File: src/rtl/adc_pkg.sv
// Shared types and constants for the LTC2308 reader.
package adc_pkg;

  localparam int ADC_BITS = 12;
  localparam int CFG_BITS = 6;

  localparam logic CFG_SD_SINGLE = 1'b1;
  localparam logic CFG_UNIPOLAR  = 1'b1;
  localparam logic CFG_SLEEP     = 1'b0;

  typedef enum logic [2:0] {
    IDLE,
    CONV,
    WAIT,
    SHIFT,
    DONE
  } state_e;

  // The LTC2308 numbers its single-ended inputs as {O/S, S1, S0} = {ch[0], ch[2], ch[1]}.
  function automatic logic [CFG_BITS-1:0] build_cfg(input logic [2:0] ch);
    return {CFG_SD_SINGLE, ch[0], ch[2], ch[1], CFG_UNIPOLAR, CFG_SLEEP};
  endfunction

endpackage

File: src/rtl/adc_ltc2308_reader_if.sv
// Control, ADC pin and sample signals of the LTC2308 reader.
interface adc_ltc2308_reader_if;
  import adc_pkg::*;

  logic                en;
  logic [2:0]          channel;
  logic                adc_sdo;
  logic                adc_convst;
  logic                adc_sck;
  logic                adc_sdi;
  logic [ADC_BITS-1:0] voltage;
  logic                valid;
  logic                busy;

  modport master (
    input  en, channel, adc_sdo,
    output adc_convst, adc_sck, adc_sdi, voltage, valid, busy
  );

  modport slave (
    output en, channel, adc_sdo,
    input  adc_convst, adc_sck, adc_sdi, voltage, valid, busy
  );

endinterface

File: src/rtl/adc_sck_gen.sv
// SCK generator: CLK_DIV cycles low then CLK_DIV cycles high per bit, with
// single-cycle flags on the cycles whose ending edge raises or drops SCK.
module adc_sck_gen #(
  parameter int CLK_DIV = 2
) (
  input  logic clk,
  input  logic rst_n,
  input  logic en_i,
  output logic sck_o,
  output logic rise_tick_o,
  output logic fall_tick_o
);
  localparam int               DIV_W    = (CLK_DIV > 1) ? $clog2(CLK_DIV) : 1;
  localparam logic [DIV_W-1:0] DIV_LAST = DIV_W'(CLK_DIV - 1);

  logic [DIV_W-1:0] cnt_q, cnt_d;
  logic             sck_q, sck_d;
  logic             phase_end;

  always_comb begin
    phase_end = en_i && (cnt_q == DIV_LAST);
    cnt_d     = '0;
    sck_d     = 1'b0;
    if (en_i) begin
      cnt_d = phase_end ? '0 : cnt_q + 1'b1;
      sck_d = phase_end ? ~sck_q : sck_q;
    end
  end

  always_ff @(posedge clk or negedge rst_n) begin
    if (!rst_n) begin
      cnt_q <= '0;
      sck_q <= 1'b0;
    end else begin
      cnt_q <= cnt_d;
      sck_q <= sck_d;
    end
  end

  assign sck_o       = sck_q;
  assign rise_tick_o = phase_end & ~sck_q;
  assign fall_tick_o = phase_end &  sck_q;

endmodule

File: src/rtl/adc_ltc2308_reader.sv
// LTC2308 reader: drives CONVST/SCK/SDI, shifts in SDO and presents each
// completed 12-bit sample on voltage with a one-cycle valid strobe.
module adc_ltc2308_reader
  import adc_pkg::*;
#(
  parameter int CLK_DIV     = 2,
  parameter int CONV_CYCLES = 80,
  parameter int CONVST_HIGH = 2
) (
  input  logic                 clk,
  input  logic                 rst_n,
  adc_ltc2308_reader_if.master bus
);
  localparam int               CNT_MAX   = (CONV_CYCLES > CONVST_HIGH) ? CONV_CYCLES : CONVST_HIGH;
  localparam int               CNT_W     = $clog2(CNT_MAX + 1);
  localparam logic [CNT_W-1:0] HIGH_LAST = CNT_W'(CONVST_HIGH - 1);
  localparam logic [CNT_W-1:0] WAIT_LAST = CNT_W'(CONV_CYCLES - 1);
  localparam logic [3:0]       MSB_IDX   = 4'(ADC_BITS - 1);
  localparam logic [3:0]       CFG_LO    = 4'(ADC_BITS - CFG_BITS);

  state_e              state_q, state_d;
  logic [CNT_W-1:0]    cnt_q, cnt_d;
  logic [3:0]          bit_q, bit_d, bit_next;
  logic [2:0]          ch_q, ch_d;
  logic [CFG_BITS-1:0] cfg;
  logic                sdi_q, sdi_d;
  logic [ADC_BITS-1:0] shift_q, shift_d;
  logic [ADC_BITS-1:0] voltage_q, voltage_d;
  logic                valid_q, valid_d;
  logic                first_q, first_d;
  logic                sck, rise_tick, fall_tick;

  adc_sck_gen #(.CLK_DIV(CLK_DIV)) u_sck_gen (
    .clk         (clk),
    .rst_n       (rst_n),
    .en_i        (state_q == SHIFT),
    .sck_o       (sck),
    .rise_tick_o (rise_tick),
    .fall_tick_o (fall_tick)
  );

  always_comb begin
    // NOTE: every output of this block gets a default first, so no path can infer a latch.
    state_d   = state_q;
    cnt_d     = cnt_q;
    bit_d     = bit_q;
    ch_d      = ch_q;
    sdi_d     = sdi_q;
    shift_d   = shift_q;
    voltage_d = voltage_q;
    valid_d   = 1'b0;
    first_d   = first_q;
    cfg       = build_cfg(ch_q);
    bit_next  = bit_q - 4'd1;

    unique case (state_q)
      IDLE: if (bus.en) begin
        ch_d    = bus.channel;
        cnt_d   = '0;
        state_d = CONV;
      end
      CONV: if (cnt_q == HIGH_LAST) begin
        cnt_d   = '0;
        state_d = WAIT;
      end else begin
        cnt_d = cnt_q + 1'b1;
      end
      WAIT: if (cnt_q == WAIT_LAST) begin
        cnt_d   = '0;
        bit_d   = MSB_IDX;
        sdi_d   = cfg[CFG_BITS-1];
        state_d = SHIFT;
      end else begin
        cnt_d = cnt_q + 1'b1;
      end
      SHIFT: begin
        if (rise_tick) shift_d = {shift_q[ADC_BITS-2:0], bus.adc_sdo};
        if (fall_tick) begin
          if (bit_q == 4'd0) begin
            // Publish on entry to DONE so valid and the new voltage share that cycle.
            sdi_d     = 1'b0;
            voltage_d = shift_q;
            valid_d   = ~first_q;
            state_d   = DONE;
          end else begin
            bit_d = bit_next;
            sdi_d = (bit_next >= CFG_LO) ? cfg[3'(bit_next - CFG_LO)] : 1'b0;
          end
        end
      end
      DONE: begin
        first_d = 1'b0;
        state_d = IDLE;
      end
      default: state_d = IDLE;
    endcase
  end

  always_ff @(posedge clk or negedge rst_n) begin
    if (!rst_n) begin
      state_q   <= IDLE;
      cnt_q     <= '0;
      bit_q     <= '0;
      ch_q      <= '0;
      sdi_q     <= 1'b0;
      shift_q   <= '0;
      voltage_q <= '0;
      valid_q   <= 1'b0;
      first_q   <= 1'b1;
    end else begin
      // NOTE: non-blocking updates keep every register reading pre-edge values.
      state_q   <= state_d;
      cnt_q     <= cnt_d;
      bit_q     <= bit_d;
      ch_q      <= ch_d;
      sdi_q     <= sdi_d;
      shift_q   <= shift_d;
      voltage_q <= voltage_d;
      valid_q   <= valid_d;
      first_q   <= first_d;
    end
  end

  assign bus.adc_convst = (state_q == CONV);
  assign bus.adc_sck    = sck;
  assign bus.adc_sdi    = sdi_q;
  assign bus.voltage    = voltage_q;
  assign bus.valid      = valid_q;
  assign bus.busy       = (state_q != IDLE);

endmodule

File: src/flat_wrapper.sv
// flat-port wrapper written by rule: the top's interface ports become plain ports
module adc_ltc2308_reader_flat import adc_pkg::*;
#(
  parameter int CLK_DIV     = 2,
  parameter int CONV_CYCLES = 80,
  parameter int CONVST_HIGH = 2
)
  (clk, rst_n, bus_en, bus_channel, bus_adc_sdo, bus_adc_convst, bus_adc_sck, bus_adc_sdi, bus_voltage, bus_valid, bus_busy);
  adc_ltc2308_reader_if bus_i ();
  input  logic clk;
  input  logic rst_n;
  input wire logic [$bits(bus_i.en)-1:0] bus_en;
  input wire logic [$bits(bus_i.channel)-1:0] bus_channel;
  input wire logic [$bits(bus_i.adc_sdo)-1:0] bus_adc_sdo;
  output wire logic [$bits(bus_i.adc_convst)-1:0] bus_adc_convst;
  output wire logic [$bits(bus_i.adc_sck)-1:0] bus_adc_sck;
  output wire logic [$bits(bus_i.adc_sdi)-1:0] bus_adc_sdi;
  output wire logic [$bits(bus_i.voltage)-1:0] bus_voltage;
  output wire logic [$bits(bus_i.valid)-1:0] bus_valid;
  output wire logic [$bits(bus_i.busy)-1:0] bus_busy;
  assign bus_i.en = bus_en;
  assign bus_i.channel = bus_channel;
  assign bus_i.adc_sdo = bus_adc_sdo;
  assign bus_adc_convst = bus_i.adc_convst;
  assign bus_adc_sck = bus_i.adc_sck;
  assign bus_adc_sdi = bus_i.adc_sdi;
  assign bus_voltage = bus_i.voltage;
  assign bus_valid = bus_i.valid;
  assign bus_busy = bus_i.busy;
  adc_ltc2308_reader #(.CLK_DIV(CLK_DIV), .CONV_CYCLES(CONV_CYCLES), .CONVST_HIGH(CONVST_HIGH)) u_core (.clk(clk), .rst_n(rst_n), .bus(bus_i));
endmodule
File: config.mk
export PLATFORM = sky130hd
export DESIGN_NAME = adc_ltc2308_reader_flat
export DESIGN_NICKNAME = d
export VERILOG_FILES = /design/src/rtl/adc_pkg.sv /design/src/rtl/adc_ltc2308_reader_if.sv /design/src/rtl/adc_sck_gen.sv /design/src/rtl/adc_ltc2308_reader.sv /design/src/flat_wrapper.sv
export SDC_FILE = /design/constraint.sdc
export NUM_CORES = 1
export LEC_CHECK = 0
export ABC_AREA = 1
export ABC_CLOCK_PERIOD_IN_PS = 1500
export CAP_MARGIN = 20
export CORE_MARGIN = 1.5
export CORE_UTILIZATION = 50
export DETAILED_ROUTE_END_ITERATION = 8
export GPL_TIMING_DRIVEN = 0
export PLACE_DENSITY = 0.75
export SYNTH_ARGS = -nofsm -noshare
export SYNTH_HDL_FRONTEND = slang
export SYNTH_HIERARCHICAL = 1
export SYNTH_SLANG_ARGS = --single-unit
File: constraint.sdc
create_clock -name clk -period 1.5 [get_ports clk]
set_input_delay 0.15 -clock clk [delete_from_list [all_inputs] [get_ports clk]]
set_output_delay 0.15 -clock clk [all_outputs]
set_load 0.02 [all_outputs]
==> run_results.csv <==
group,metric,value,unit
run_status,status,"finished with violations",
run_status,failed_checks,"negative setup slack",
power_and_ir_drop,p_int,2.44,mW
synthesis,postSynthAreaPerCell,8.46,sq um
run,maxCapViolCount,0,
drt,antenna_left,0,
floorplanning,die_w,69.1,um
clock_network,clock_sink_count,46,
timing,setup_viol,1,
synthesis,netlist_area,2180,sq um
clock_network,cts_buffer_depth,2,
power_and_ir_drop,switchingPower,1.55,mW
critical_path,crit_path_max_fanout,6,
drt,routedWlPerCell,12.2,um
synthesis,yosysWarnings,6,
synthesis,async_flop_share,1.00,
power_and_ir_drop,combPwrFrac,0.412,
placed_design,portBuffers,23,
layout,fin_util,0.693,
critical_path,path_buf_inv,2,
power_and_ir_drop,total_power,3.99,mW
timing,period_needed,1.50,ns
timing,worst_pin_slew,0.443,ns
layout,multi_input_area,922,sq um
drt,drt-total-wl,4360,um
clock_network,h-tree-depth,2,
floorplanning,dieArea,4770,sq um
floorplanning,io_pins,24,
synthesis,synth_edf_count,0,
timing,setup_slack,-0.000525,ns
critical_path,crit_path_end_kind,"flop",
drt,routed-via-count,1788,
placed_design,place_hpwl,2890,um
grt,grt_pass1_wl,7410,um
critical_path,crit_type,"reg -> reg",
floorplanning,die_h,69.1,um
layout,n_fill_cell,326,
timing,fin_skew,0.00555,ns
grt,grt_max_degree,29,
floorplanning,start_util,0.534,
timing,relSlewSlack,0.705,
layout,fin_cells,358,
power_and_ir_drop,leakage,1.32,nW
drt,drt-initial-drc-count,124,
critical_path,crit_path_cell_trace,"nand2_2, nor2_4, nand2_2, nor2_4, nand2_2, nor2_4, inv_4, clkbuf_16, nand2_2, o21ai_2",
critical_path,critPathSlowestCell,"dfrtp_2",
timing,timing.final.crit_share,1.00,
placed_design,dp_cells,332,
hold_path,hold_class,"in -> async",
critical_path,slowest_delay,0.43,ns
floorplanning,coreArea,4090,sq um
timing,fmax,0.666,GHz
synthesis,ys_seq_area_frac,0.528,
clock_network,path_clk_slew,0.09,ns
grt,antenna_found_initial,0,
critical_path,cp_common_cell,"nand2_2",
power_and_ir_drop,swShare,0.388,
layout,fin_area,2830,sq um
synthesis,syn_nets,268,
grt,grt_usage,0.191,
power_and_ir_drop,pwr-share-seq,0.404,
power_and_ir_drop,power_frac_clock,0.184,
clock_network,cts_root_buffer,"clkbuf_8",
layout,ff_latch_area,1160,sq um
synthesis,syn_inst,258,
power_and_ir_drop,powerDensity,1410,nW/um^2
critical_path,path_delay_family,"simple AND/OR/NAND/NOR gates",
drt,drt-pass1-iter-count,4,
power_and_ir_drop,max-vdd-ir-drop,1010,uV
critical_path,cp.arrival,1.69,ns
timing,hold_viol,0,
layout,antennaDiodeCount,0,
synthesis,ys_ff_latch,46,
layout,syn2layout_area_growth,29.8,%
placed_design,placed_area,2490,sq um
clock_network,clk_latency,0.29,ns
synthesis,synthFlopType,"dfrtp_1",
grt,grt_pass1_vias,1649,
clock_network,numCtsBuffers,5,
grt,overflow,0,
synthesis,synth_cell_types,27,
timing,drv_slew,0,
floorplanning,rows,23,
critical_path,start_kind,"flop",
critical_path,cp.required,1.69,ns
layout,nNetsFinal,317,
placed_design,routabilityCongestion,0.836,
drt,drcViolationCount,0,
clock_network,cts_tree,"built",
drt,vias_per_cell,4.99,
layout,layout-drive-gt1-share,0.276,
timing,grt_setup_unrepaired,"true",
-- stage by stage --
| step | hold slack (ns) | setup TNS, ns | setup WS, ns |
|---|---|---|---|
| after floorplan | -0.146 | -0.183 | -0.0194 |
| after global placement | 0.459 | -48.53 | -0.995 |
| after detailed placement | 0.119 | -4.49 | -0.274 |
| after CTS | 0.327 | -0.218 | -0.0309 |
| after global routing | 0.349 | -1.03 | -0.0843 |
| final | 0.325 | -0.000525 | -0.000525 |
-- layer usage --
layer	GRT usage	routed length [um]	share of wire
met5	0	0	0
met3	0.0453	129	0.030
met4	0.0610	46	0.011
met2	0.308	2110	0.48
met1	0.256	2070	0.47
-- cell families after synthesis --
logic type	count (synthesis)	share of synthesized area
adder cells (fa/ha/maj)	3	0.0172
AND/OR/NAND/NOR	118	0.236
buffers and inverters	45	0.0849
AO/OA/AOI/OAI	44	0.124
XOR/XNOR	1	0.00401
flip-flops	46	0.528
multiplexers	1	0.00516
-- repair_timing --
item / in CTS / in global routing
resized for setup: 23 / 35
setup endpoints to repair: 39 / 40
endpoints found under the hold margin: 17 / 0
gates cloned: 0 / 1
hold buffers: 1 / 0
pin swaps: 1 / 8
setup buffers: 7 / 9
-- sequential cells by signal (all words and copies together) (netlist names) --
register,count
u_core/bit_q,4
u_core/cnt_q,7
u_core/u_sck_gen/sck_o,1
u_core/bus.voltage,12
u_core/ch_q,3
u_core/bus.adc_sdi,1
u_core/state_q,3
u_core/first_q,1
u_core/u_sck_gen/cnt_q,1
u_core/bus.valid,1
u_core/shift_q,12
-- synthesized netlist by cell type (2+ instances only) --
master,number,share of area
o21ai_2,11,0.044
inv_2,2,0.0034
nand3_1,15,0.034
a21oi_1,4,0.0092
inv_1,39,0.067
nand2_2,4,0.011
o21ai_0,22,0.050
nor2_1,23,0.040
dfrtp_1,45,0.52
buf_6,2,0.010
ha_1,3,0.017
o21ai_1,3,0.0069
nor2_4,4,0.021
nand2_1,67,0.12
nand4_1,2,0.0057
-- final timing paths --
path,start,endpoint,slack [ns],cells after the start
hold reg to reg,u_core/first_q,u_core/first_q,0.48,1
hold / removal,rst_n,u_core/cnt_q[3],0.32,2
setup reg to reg,u_core/state_q[1],u_core/bus.voltage[0],-0.0005,10
min in group clk,bus_channel[0],u_core/ch_q[0],0.42,3
max in group asynchronous,rst_n,u_core/state_q[0],0.67,3
setup / recovery,u_core/state_q[1],u_core/bus.voltage[0],-0.0005,10
-- area by class of cell --
class / instances / area share
Tap cell: 50 / 0.0221
Inverter: 41 / 0.0552
Buffer: 4 / 0.0172
Clock buffer: 6 / 0.0256
Clock inverter: 2 / 0.00486
Sequential cell: 46 / 0.409
Multi-Input combinational cell: 167 / 0.326
Timing Repair Buffer: 42 / 0.141
-- cells in the final DEF, fill, tap and decap left out, types with 4 or more instances in the layout --
cell,n
nand2_1,56
dfrtp_1,41
inv_1,37
clkdlybuf4s50_1,20
nor2_1,19
buf_4,15
nand2_2,14
o21ai_2,14
nand3_1,14
o21ai_0,12
o21ai_1,10
nor2_4,6
clkbuf_8,5
dfrtp_2,4
-- power groups by stage --
| stage | registers (mW) | logic (mW) | clock network (mW) |
|---|---|---|---|
| finish | 1.61 | 1.64 | 0.736 |
| global route | 1.64 | 1.87 | 0.816 |
| CTS | 1.62 | 1.40 | 0.767 |
| detailed placement | 1.64 | 1.31 | 0 |
| global placement | 1.62 | 1.27 | 0 |
| floorplan | 1.60 | 1.00 | 0 |
(Power assumes the default switching activity.)
